==> config.mk <==
export PLATFORM = sky130hd
export DESIGN_NAME = video_timing_gen_flat
export DESIGN_NICKNAME = d
export VERILOG_FILES = /design/src/rtl/vtg_pkg.sv /design/src/rtl/video_timing_gen_if.sv /design/src/rtl/vtg_axis.sv /design/src/rtl/video_timing_gen.sv /design/src/flat_wrapper.sv
export SDC_FILE = /design/constraint.sdc
export NUM_CORES = 1
export LEC_CHECK = 0
export CAP_MARGIN = 20
export CORE_MARGIN = 2
export CORE_UTILIZATION = 40
export DETAILED_ROUTE_END_ITERATION = 7
export GPL_TIMING_DRIVEN = 1
export PLACE_DENSITY = 0.66
export SYNTH_ARGS = -nofsm -noshare
export SYNTH_HDL_FRONTEND = slang
export SYNTH_HIERARCHICAL = 1
export SYNTH_SLANG_ARGS = --single-unit
==> constraint.sdc <==
create_clock -name clk_sys -period 7.5 [get_ports clk_sys]
set_input_delay 1.5 -clock clk_sys [delete_from_list [all_inputs] [get_ports clk_sys]]
set_output_delay 1.5 -clock clk_sys [all_outputs]
set_load 0.005 [all_outputs]
==> src/rtl/vtg_pkg.sv <==
// Shared timing defaults (336x240 arcade raster) and the sync-start clamp helper.
package vtg_pkg;

    localparam int unsigned H_ACTIVE_DEF     = 336;
    localparam int unsigned H_TOTAL_DEF      = 456;
    localparam int unsigned H_SYNC_START_DEF = 360;
    localparam int unsigned H_SYNC_LEN_DEF   = 24;
    localparam int unsigned V_ACTIVE_DEF     = 240;
    localparam int unsigned V_TOTAL_DEF      = 262;
    localparam int unsigned V_SYNC_START_DEF = 241;
    localparam int unsigned V_SYNC_LEN_DEF   = 3;
    localparam int unsigned CNT_W_DEF        = 10;
    localparam int unsigned OFFS_W_DEF       = 5;
    localparam int unsigned RGB_W_DEF        = 8;

    // Keeps an offset-shifted sync start inside blanking and the window inside the line.
    function automatic int sync_clamp(int pos, int lo, int hi);
        if (pos < lo) return lo;
        if (pos > hi) return hi;
        return pos;
    endfunction

endpackage

==> src/rtl/video_timing_gen_if.sv <==
// Pixel-side bundle between the game core / video chain and the raster timing generator.
interface video_timing_gen_if
    import vtg_pkg::*;
#(
    parameter int unsigned CNT_W  = CNT_W_DEF,
    parameter int unsigned OFFS_W = OFFS_W_DEF,
    parameter int unsigned RGB_W  = RGB_W_DEF
);
    logic                     ce_pix;
    logic signed [OFFS_W-1:0] hoffs;
    logic signed [OFFS_W-1:0] voffs;
    logic [RGB_W-1:0]         rgb_in;
    logic [CNT_W-1:0]         hpos;
    logic [CNT_W-1:0]         vpos;
    logic [RGB_W-1:0]         rgb_out;
    logic                     hblank;
    logic                     vblank;
    logic                     hsync_n;
    logic                     vsync_n;
    logic                     de;
    logic                     frame_start;

    modport master (
        output ce_pix, hoffs, voffs, rgb_in,
        input  hpos, vpos, rgb_out, hblank, vblank, hsync_n, vsync_n, de, frame_start
    );

    modport slave (
        input  ce_pix, hoffs, voffs, rgb_in,
        output hpos, vpos, rgb_out, hblank, vblank, hsync_n, vsync_n, de, frame_start
    );

endinterface

==> src/rtl/vtg_axis.sv <==
// One raster axis: wrapping position counter with end flag, blank compare and sync window.
module vtg_axis
    import vtg_pkg::*;
#(
    parameter int unsigned TOTAL    = H_TOTAL_DEF,
    parameter int unsigned ACTIVE   = H_ACTIVE_DEF,
    parameter int unsigned SYNC_LEN = H_SYNC_LEN_DEF,
    parameter int unsigned CNT_W    = CNT_W_DEF
) (
    input  logic             clk,
    input  logic             rst,
    input  logic             adv,
    input  logic [CNT_W-1:0] sync_start,
    output logic [CNT_W-1:0] cnt,
    output logic             at_end,
    output logic             blank,
    output logic             sync
);

    logic [CNT_W-1:0] cnt_q;
    logic [CNT_W:0]   cnt_x;
    logic [CNT_W:0]   start_x;

    always_ff @(posedge clk or posedge rst) begin
        if (rst) begin
            cnt_q <= '0;
        end else if (adv) begin
            cnt_q <= at_end ? '0 : cnt_q + 1'b1;
        end
    end

    // One extra bit so start + length may reach 2**CNT_W without wrapping.
    assign cnt_x   = {1'b0, cnt_q};
    assign start_x = {1'b0, sync_start};

    assign cnt    = cnt_q;
    assign at_end = (cnt_q == CNT_W'(TOTAL - 1));
    assign blank  = (cnt_q >= CNT_W'(ACTIVE));
    assign sync   = (cnt_x >= start_x) && (cnt_x < start_x + (CNT_W + 1)'(SYNC_LEN));

endmodule

==> src/rtl/video_timing_gen.sv <==
// Parametrised raster timing generator with frame-latched, clamped sync offsets.
// Define VTG_VOFFS_EN to enable the vertical sync offset (voffs); otherwise vsync is nominal.
module video_timing_gen
    import vtg_pkg::*;
#(
    parameter int unsigned H_ACTIVE     = H_ACTIVE_DEF,
    parameter int unsigned H_TOTAL      = H_TOTAL_DEF,
    parameter int unsigned H_SYNC_START = H_SYNC_START_DEF,
    parameter int unsigned H_SYNC_LEN   = H_SYNC_LEN_DEF,
    parameter int unsigned V_ACTIVE     = V_ACTIVE_DEF,
    parameter int unsigned V_TOTAL      = V_TOTAL_DEF,
    parameter int unsigned V_SYNC_START = V_SYNC_START_DEF,
    parameter int unsigned V_SYNC_LEN   = V_SYNC_LEN_DEF,
    parameter int unsigned CNT_W        = CNT_W_DEF,
    parameter int unsigned OFFS_W       = OFFS_W_DEF,
    parameter int unsigned RGB_W        = RGB_W_DEF
) (
    input logic               clk_sys,
    input logic               reset,
    video_timing_gen_if.slave bus
);

    if ((H_SYNC_START + H_SYNC_LEN > H_TOTAL) || (V_SYNC_START + V_SYNC_LEN > V_TOTAL) ||
        (H_ACTIVE >= H_TOTAL) || (V_ACTIVE >= V_TOTAL) ||
        (H_TOTAL > (1 << CNT_W)) || (V_TOTAL > (1 << CNT_W))) begin : g_cfg_err
        $error("video_timing_gen: inconsistent timing parameters");
    end

    logic signed [OFFS_W-1:0] hoffs_l;
    logic signed [OFFS_W-1:0] voffs_l;
    logic signed [CNT_W:0]    hs_raw;
    logic signed [CNT_W:0]    vs_raw;
    logic [CNT_W-1:0]         hs_b;
    logic [CNT_W-1:0]         vs_b;
    logic [CNT_W-1:0]         hcnt;
    logic [CNT_W-1:0]         vcnt;
    logic                     h_end, h_blank, h_sync;
    logic                     v_end, v_blank, v_sync;
    logic                     wrap;

    logic [RGB_W-1:0] rgb_out_q;
    logic             hblank_q, vblank_q, hsync_n_q, vsync_n_q, de_q, frame_start_q;

    assign wrap = bus.ce_pix & h_end & v_end;

    // Offsets widened with sign before the add so negative steps cannot wrap.
    assign hs_raw = signed'((CNT_W + 1)'(H_SYNC_START)) + ((CNT_W + 1)'(hoffs_l) <<< 1);
    assign vs_raw = signed'((CNT_W + 1)'(V_SYNC_START)) + (CNT_W + 1)'(voffs_l);
    assign hs_b   = CNT_W'(sync_clamp(int'(hs_raw), H_ACTIVE, H_TOTAL - H_SYNC_LEN));
    assign vs_b   = CNT_W'(sync_clamp(int'(vs_raw), V_ACTIVE, V_TOTAL - V_SYNC_LEN));

    vtg_axis #(
        .TOTAL    (H_TOTAL),
        .ACTIVE   (H_ACTIVE),
        .SYNC_LEN (H_SYNC_LEN),
        .CNT_W    (CNT_W)
    ) u_h_axis (
        .clk        (clk_sys),
        .rst        (reset),
        .adv        (bus.ce_pix),
        .sync_start (hs_b),
        .cnt        (hcnt),
        .at_end     (h_end),
        .blank      (h_blank),
        .sync       (h_sync)
    );

    vtg_axis #(
        .TOTAL    (V_TOTAL),
        .ACTIVE   (V_ACTIVE),
        .SYNC_LEN (V_SYNC_LEN),
        .CNT_W    (CNT_W)
    ) u_v_axis (
        .clk        (clk_sys),
        .rst        (reset),
        .adv        (bus.ce_pix & h_end),
        .sync_start (vs_b),
        .cnt        (vcnt),
        .at_end     (v_end),
        .blank      (v_blank),
        .sync       (v_sync)
    );

    always_ff @(posedge clk_sys or posedge reset) begin
        if (reset) begin
            hoffs_l <= '0;
        end else if (wrap) begin
            hoffs_l <= bus.hoffs;
        end
    end

`ifdef VTG_VOFFS_EN
    always_ff @(posedge clk_sys or posedge reset) begin
        if (reset) begin
            voffs_l <= '0;
        end else if (wrap) begin
            voffs_l <= bus.voffs;
        end
    end
`else
    logic unused_voffs;
    assign unused_voffs = ^bus.voffs;
    assign voffs_l      = '0;
`endif

    always_ff @(posedge clk_sys or posedge reset) begin
        if (reset) begin
            rgb_out_q     <= '0;
            hblank_q      <= 1'b1;
            vblank_q      <= 1'b1;
            hsync_n_q     <= 1'b1;
            vsync_n_q     <= 1'b1;
            de_q          <= 1'b0;
            frame_start_q <= 1'b0;
        end else begin
            frame_start_q <= wrap;
            if (bus.ce_pix) begin
                hblank_q  <= h_blank;
                vblank_q  <= v_blank;
                hsync_n_q <= ~h_sync;
                vsync_n_q <= ~v_sync;
                de_q      <= ~(h_blank | v_blank);
                rgb_out_q <= (h_blank | v_blank) ? '0 : bus.rgb_in;
            end
        end
    end

    assign bus.hpos        = hcnt;
    assign bus.vpos        = vcnt;
    assign bus.rgb_out     = rgb_out_q;
    assign bus.hblank      = hblank_q;
    assign bus.vblank      = vblank_q;
    assign bus.hsync_n     = hsync_n_q;
    assign bus.vsync_n     = vsync_n_q;
    assign bus.de          = de_q;
    assign bus.frame_start = frame_start_q;

endmodule

==> src/flat_wrapper.sv <==
// flat-port wrapper written by rule: the top's interface ports become plain ports
module video_timing_gen_flat import vtg_pkg::*;
#(
    parameter int unsigned H_ACTIVE     = H_ACTIVE_DEF,
    parameter int unsigned H_TOTAL      = H_TOTAL_DEF,
    parameter int unsigned H_SYNC_START = H_SYNC_START_DEF,
    parameter int unsigned H_SYNC_LEN   = H_SYNC_LEN_DEF,
    parameter int unsigned V_ACTIVE     = V_ACTIVE_DEF,
    parameter int unsigned V_TOTAL      = V_TOTAL_DEF,
    parameter int unsigned V_SYNC_START = V_SYNC_START_DEF,
    parameter int unsigned V_SYNC_LEN   = V_SYNC_LEN_DEF,
    parameter int unsigned CNT_W        = CNT_W_DEF,
    parameter int unsigned OFFS_W       = OFFS_W_DEF,
    parameter int unsigned RGB_W        = RGB_W_DEF
)
  (clk_sys, reset, bus_ce_pix, bus_hoffs, bus_voffs, bus_rgb_in, bus_hpos, bus_vpos, bus_rgb_out, bus_hblank, bus_vblank, bus_hsync_n, bus_vsync_n, bus_de, bus_frame_start);
  video_timing_gen_if #(.CNT_W(CNT_W), .OFFS_W(OFFS_W), .RGB_W(RGB_W)) bus_i ();
  input logic clk_sys;
  input logic reset;
  input wire logic [$bits(bus_i.ce_pix)-1:0] bus_ce_pix;
  input wire logic [$bits(bus_i.hoffs)-1:0] bus_hoffs;
  input wire logic [$bits(bus_i.voffs)-1:0] bus_voffs;
  input wire logic [$bits(bus_i.rgb_in)-1:0] bus_rgb_in;
  output wire logic [$bits(bus_i.hpos)-1:0] bus_hpos;
  output wire logic [$bits(bus_i.vpos)-1:0] bus_vpos;
  output wire logic [$bits(bus_i.rgb_out)-1:0] bus_rgb_out;
  output wire logic [$bits(bus_i.hblank)-1:0] bus_hblank;
  output wire logic [$bits(bus_i.vblank)-1:0] bus_vblank;
  output wire logic [$bits(bus_i.hsync_n)-1:0] bus_hsync_n;
  output wire logic [$bits(bus_i.vsync_n)-1:0] bus_vsync_n;
  output wire logic [$bits(bus_i.de)-1:0] bus_de;
  output wire logic [$bits(bus_i.frame_start)-1:0] bus_frame_start;
  assign bus_i.ce_pix = bus_ce_pix;
  assign bus_i.hoffs = bus_hoffs;
  assign bus_i.voffs = bus_voffs;
  assign bus_i.rgb_in = bus_rgb_in;
  assign bus_hpos = bus_i.hpos;
  assign bus_vpos = bus_i.vpos;
  assign bus_rgb_out = bus_i.rgb_out;
  assign bus_hblank = bus_i.hblank;
  assign bus_vblank = bus_i.vblank;
  assign bus_hsync_n = bus_i.hsync_n;
  assign bus_vsync_n = bus_i.vsync_n;
  assign bus_de = bus_i.de;
  assign bus_frame_start = bus_i.frame_start;
  video_timing_gen #(.H_ACTIVE(H_ACTIVE), .H_TOTAL(H_TOTAL), .H_SYNC_START(H_SYNC_START), .H_SYNC_LEN(H_SYNC_LEN), .V_ACTIVE(V_ACTIVE), .V_TOTAL(V_TOTAL), .V_SYNC_START(V_SYNC_START), .V_SYNC_LEN(V_SYNC_LEN), .CNT_W(CNT_W), .OFFS_W(OFFS_W), .RGB_W(RGB_W)) u_core (.clk_sys(clk_sys), .reset(reset), .bus(bus_i));
endmodule
# After elaboration in Yosys (flattened, before gate mapping)
# Cells that the tools add are included.
dict set report op_classes {
  n_bitwise 6
  reduce_logical 2
  add_sub_neg 4
  n_lt_le_gt_ge 8
  n_mux 10
  eq_ne 2
}
# operator n
set ops {}
lappend ops {{2-to-1 mux 10 bit} 4}
lappend ops {{adder 10 x 1 -> 10 bit (second input constant)} 2}
lappend ops {{equality test 10 x 9 -> 1 bit (second input constant)} 2}
lappend ops {{greater-or-equal comparator 10 x 8 -> 1 bit (second input constant)} 2}
lappend ops {{2-to-1 mux 9 bit} 2}
lappend ops {{adder 10 x 5 -> 11 bit (second input constant)} 1}
lappend ops {{adder 10 x 6 -> 11 bit (first input constant)} 1}
lappend ops {{> comparator 11 x 10 -> 1 bit (second input constant)} 1}
lappend ops {{< comparator 10 x 11 -> 1 bit} 1}
lappend ops {{< comparator 11 x 10 -> 1 bit (second input constant)} 1}
lappend ops {{greater-or-equal comparator 10 bit} 1}
lappend ops {{greater-or-equal comparator 10 x 9 -> 1 bit (second input constant)} 1}
lappend ops {{< comparator 10 x 8 -> 1 bit (second input constant)} 1}
lappend ops {{2-to-1 mux 8 bit} 1}
lappend ops {{2-to-1 mux 1 bit} 3}
lappend ops {{NOT 1 bit} 3}
lappend ops {{bitwise AND 1 bit} 2}
lappend ops {{logical AND 1 bit} 2}
lappend ops {{bitwise OR 1 bit} 1}
dict set report word_totals {
  inputBits 21
  out_inout_bits 34
  regBits 39
}

# Depth between registers and ports, before layout
dict set report logic_depth {
  word_depth 10
  depth_mapped 15
}

# By module
# Netlist, hierarchy kept.
# module cells_per_inst area_each_um2 n_inst seq_area_each_um2
set by_module_without_submodules {}
lappend by_module_without_submodules {{vtg_axis (u_core.u_v_axis)} 126 1101.1 1 250.2}
lappend by_module_without_submodules {{vtg_axis (u_core.u_h_axis)} 114 1008.5 1 250.2}
lappend by_module_without_submodules {video_timing_gen 64 860.8 1 480.5}

# Worst setup path before layout
# Ideal clock, no wire load.
dict set report synth_path {
  path_type {flip-flop to flip-flop}
  from {register u_core.hoffs_l[2]}
  to {register u_core.hsync_n_q, in the netlist u_core/bus.hsync_n}
  path_buffers 0
  path_stages_with_launch 15
  t_arrival_ps 2638
  path_slack_ps 4782
  path_cell_list {dfrtp_1 ha_1 ha_1 o21ba_2 nor2b_1 clkinv_1 ha_1 xor2_1 ha_1 o21ai_0 nor2_1 nor3_1 o21ai_0 a21oi_1 a21oi_1}
}
dict set report synth_via {
  elab_chain_cells 10
}
# element line
set synth_lines {}
lappend synth_lines {{from (decl)} video_timing_gen.sv:29} ;# logic signed [OFFS_W-1:0] hoffs_l;
lappend synth_lines {{from (signal assigned)} video_timing_gen.sv:88} ;# hoffs_l <= bus.hoffs;
lappend synth_lines {{adder 10 x 6 -> 11 bit (*)} video_timing_gen.sv:47} ;# assign hs_raw = signed'((CNT_W + 1)'(H_SYNC_START)) + ((CNT_W + 1)'(hoffs_l) <<< 1);
lappend synth_lines {{> comparator 11 x 10 -> 1 bit} vtg_pkg.sv:19} ;# if (pos > hi) return hi;
lappend synth_lines {{2-to-1 mux 1 bit (2 in series)} vtg_pkg.sv:19}
lappend synth_lines {{2-to-1 mux 10 bit} vtg_pkg.sv:20} ;# return pos;
lappend synth_lines {{2-to-1 mux 10 bit (*)} vtg_pkg.sv:19}
lappend synth_lines {{net u_core.hs_b[3]} video_timing_gen.sv:33} ;# logic [CNT_W-1:0] hs_b;
lappend synth_lines {{adder 10 x 5 -> 11 bit} vtg_axis.sv:39} ;# assign sync = (cnt_x >= start_x) && (cnt_x < start_x + (CNT_W + 1)'(SYNC_LEN));
lappend synth_lines {{< comparator 10 x 11 -> 1 bit} vtg_axis.sv:39}
lappend synth_lines {{logical AND 1 bit (*)} vtg_axis.sv:39}
lappend synth_lines {{net u_core.h_sync} video_timing_gen.sv:37} ;# logic h_end, h_blank, h_sync;
lappend synth_lines {{NOT 1 bit (*)} video_timing_gen.sv:120} ;# hsync_n_q <= ~h_sync;
lappend synth_lines {{to (signal assigned)} video_timing_gen.sv:120}
lappend synth_lines {{to (decl)} video_timing_gen.sv:42} ;# logic hblank_q, vblank_q, hsync_n_q, vsync_n_q, de_q, frame_start_q;
# Mark *: on every way through the listed nets, which the timed path passes. The rest lies on a longest branch. The select of a mux whose other input is x is not followed.
# A chain may end at the register's enable or synchronous reset.

# Final worst setup path
# Ends and elaborated chain as after synthesis.

==> impl_metrics.ini <==
[yosys]
ys_ff_latch = 39
yosys_most_used_dff = dfrtp_1
ys_warn_count = 6
async_reset_ff_frac = 1.00
syn_area_um2 = 2970
ys_types = 55
synthTopCellsByArea = dfrtp_1, ha_1, xnor2_1, inv_1, dfstp_2
synth.avg_cell_area_um2 = 9.77
yosys.area.top_type = dfrtp_1
synth_top_area_share = 0.295
syn_inst = 304
synth_edf_count = 0
ys_seq_area_frac = 0.330

[worst_setup_path]
endpoint_kind = flop
worstSetupPathType = reg2reg
start_kind = flop
cp_max_fo = 7
crit_chain = ha_1, ha_1, o21ba_2, nor2b_1, clkinv_1, ha_1, xor2_1, ha_1, o21ai_0, nor2_1, nor3_1, o21ai_0, a21oi_1, a21oi_1
crit_buf_inv = 1
cp_slowest_cell = dfrtp_1
r2r-start = u_core/hoffs_l[2]$_DFFE_PP0P_
cp_data_arrival_time_ns = 3.59
cp_slowest_stage_delay_ns = 0.42
required_ns = 7.72
cp_top_family = adder cells
path_common_cell = ha_1
cp-startpoint = u_core/hoffs_l[2]$_DFFE_PP0P_

[route]
vias_per_cell = 4.90
drt_pre_antenna_iters = 4
drt_iter0_drc = 93
drt_wl_total_um = 6280
wire_per_inst_um = 13.0
drc = 0
drtAntennaViolNets = 0
vias = 2362

[sta]
setup-violations-final = 0
clock_skew_ns = 0.0111
fin_ws_ns = 4.12
finalCritPeriodShare = 0.450
hold_viol = 0
rsz0062_at_grt = no
post-route-min-period_ns = 3.38
slew_headroom = 0.526
fin_setup_tns_ns = 0
fmax_mhz = 296
slew_viol_final = 0
tightest_slew_ns = 0.710

[cts]
clk_pin_slew_ns = 0.08
cts_root_buf = clkbuf_8
cts_setup_buffers = 0
ctsHoldBuffers = 0
cts_resized = 0
clockBufferDepth = 2
cts_buffers = 5
cts.sinks = 39
cts_max_level = 2
cts_tree = done
insertion_delay_ns = 0.29

[placement]
io_buffers = 49
place.detailed.hpwl_um = 4950
dp_slack_ns = 4.17
place_congestion = 0.810

[global_routing]
grtUsageTotal = 0.163
antenna_found_initial = 0
grt.overflow.total = 0
grt_max_degree = 20
grt_pass1_vias = 2401
grt_pass1_wl_um = 11000

[die]
dieArea_um2 = 8130
ios = 55
initial_core_util = 0.412
fp-row-count = 31
die_h_um = 90.2
core_area_um2 = 7210
fp.dieW_um = 90.2

[finish]
fill_cells = 688
area_growth_syn_to_layout_pct = 27.0
fin_util = 0.523
final_common_cell = clkdlybuf4s50_1
final_cell_mix = clkdlybuf4s50_1, ha_1, dfrtp_1
drive_above_1_share = 0.0809
nets = 449
n_antenna_cell = 0

[flow_run]
maxCapViolations = 0

[power]
ir_drop_v = 0.0000793
leakage_nw = 1.87
p_per_area_nw_per_um2 = 178

[outcome]
outcome = completed

[worst_hold_path]
hp-class = reg2reg
hold_start = u_core/bus.de$_DFFE_PP0P_
[synth_stat cells (2+ instances only)]
cell	instances
inv_1	33
conb_1	2
xor2_1	9
mux2i_1	2
o22ai_1	2
nand3_1	11
a211oi_1	3
or3_1	3
nor4_1	2
nor2b_1	5
o2111ai_1	3
nand3b_1	2
nor3_1	8
o21a_1	2
dfrtp_1	35
a21oi_1	15
dfstp_2	4
clkinv_1	2
o21ai_0	9
buf_6	2
mux2_4	5
nor2_1	15
nand2b_1	3
and4_1	2
nor3_4	2
nand4_1	7
ha_1	46
a21o_1	8
mux2_2	2
nand2_1	10
xnor2_1	19
a22o_1	8
[through the flow]
| stage | hold slack [ns] | power [mW] | instance area, um2 | std cells |
|---|---|---|---|---|
| after detailed placement | 0.475 | 0.487 | 3650 | 474 |
| after global placement | 0.467 | 0.478 | 3650 | 474 |
| after CTS | 0.499 | 0.677 | 3770 | 482 |
| after global routing | 0.516 | 0.719 | 3770 | 482 |
| final | 0.497 | 0.670 | 3770 | 482 |
| after floorplan | 0.473 | 0.394 | 3070 | 330 |
[area by class of cell]
type	instances	area [um2]	area share
Clock buffer	6	82.6	0.0219
Clock inverter	2	38.8	0.0103
Inverter	36	138	0.0365
Multi-Input combinational cell	250	1910	0.506
Sequential cell	39	981	0.260
Tap cell	99	124	0.0328
Timing Repair Buffer	50	498	0.132
[worst register-to-register path: cells and delay by family, from the launching register on]
family / cells / cell delay, ns
AO/OA/AOI/OAI: 5 / 0.86
XOR/XNOR: 1 / 0.16
adder cells (fa/ha/maj): 4 / 1.07
buffers and inverters: 1 / 0.19
flip-flops: 1 / 0.42
AND/OR/NAND/NOR: 3 / 0.58
[kinds of logic after synthesis]
| group | share of synthesized area |
|---|---|
| AO/OA/AOI/OAI | 0.135 |
| adder cells (fa/ha/maj) | 0.197 |
| multiplexers | 0.0396 |
| AND/OR/NAND/NOR | 0.154 |
| other | 0.00253 |
| buffers and inverters | 0.0594 |
| XOR/XNOR | 0.0826 |
| flip-flops | 0.330 |
[worst paths after layout]
| kind | endpoint | slack (ns) | cells after the start |
|---|---|---|---|
| worst max-delay path | u_core/bus.hsync_n$_DFFE_PP1P_ | 4.12 | 14 |
| worst min register to register | u_core/bus.de$_DFFE_PP0P_ | 0.50 | 1 |
| max in group asynchronous | u_core/hoffs_l[3]$_DFFE_PP0P_ | 5.33 | 2 |
| worst min-delay path | u_core/bus.de$_DFFE_PP0P_ | 0.50 | 1 |
| min in group asynchronous | u_core/u_h_axis/cnt[9]$_DFFE_PP0P_ | 1.58 | 2 |
| worst max register to register | u_core/bus.hsync_n$_DFFE_PP1P_ | 4.12 | 14 |
[metal layers]
metal	up-vias	track usage	part of all wire
met2	38	0.284	0.50
li1	1198	-	-
met3	8	0.0369	0.040
met1	1118	0.201	0.45
met5	-	0	0
met4	0	0.0513	0.017
[power by group]
part	internal, mW	switching, mW	leakage, nW
clock	0.109	0.0768	0.0618
sequential	0.233	0.0476	0.491
combinational	0.112	0.0919	1.31
total	0.454	0.216	1.87
[registers in the layout, summed over array words and instances, names as in the netlist]
| register | flops |
|---|---|
| u_core/bus.vblank | 1 |
| u_core/bus.hblank | 1 |
| u_core/bus.frame_start | 1 |
| u_core/u_h_axis/cnt | 10 |
| u_core/bus.hsync_n | 1 |
| u_core/hoffs_l | 5 |
| u_core/bus.de | 1 |
| u_core/u_v_axis/cnt | 10 |
| u_core/bus.vsync_n | 1 |
| u_core/bus.rgb_out | 8 |
(Power assumes the default switching activity.)
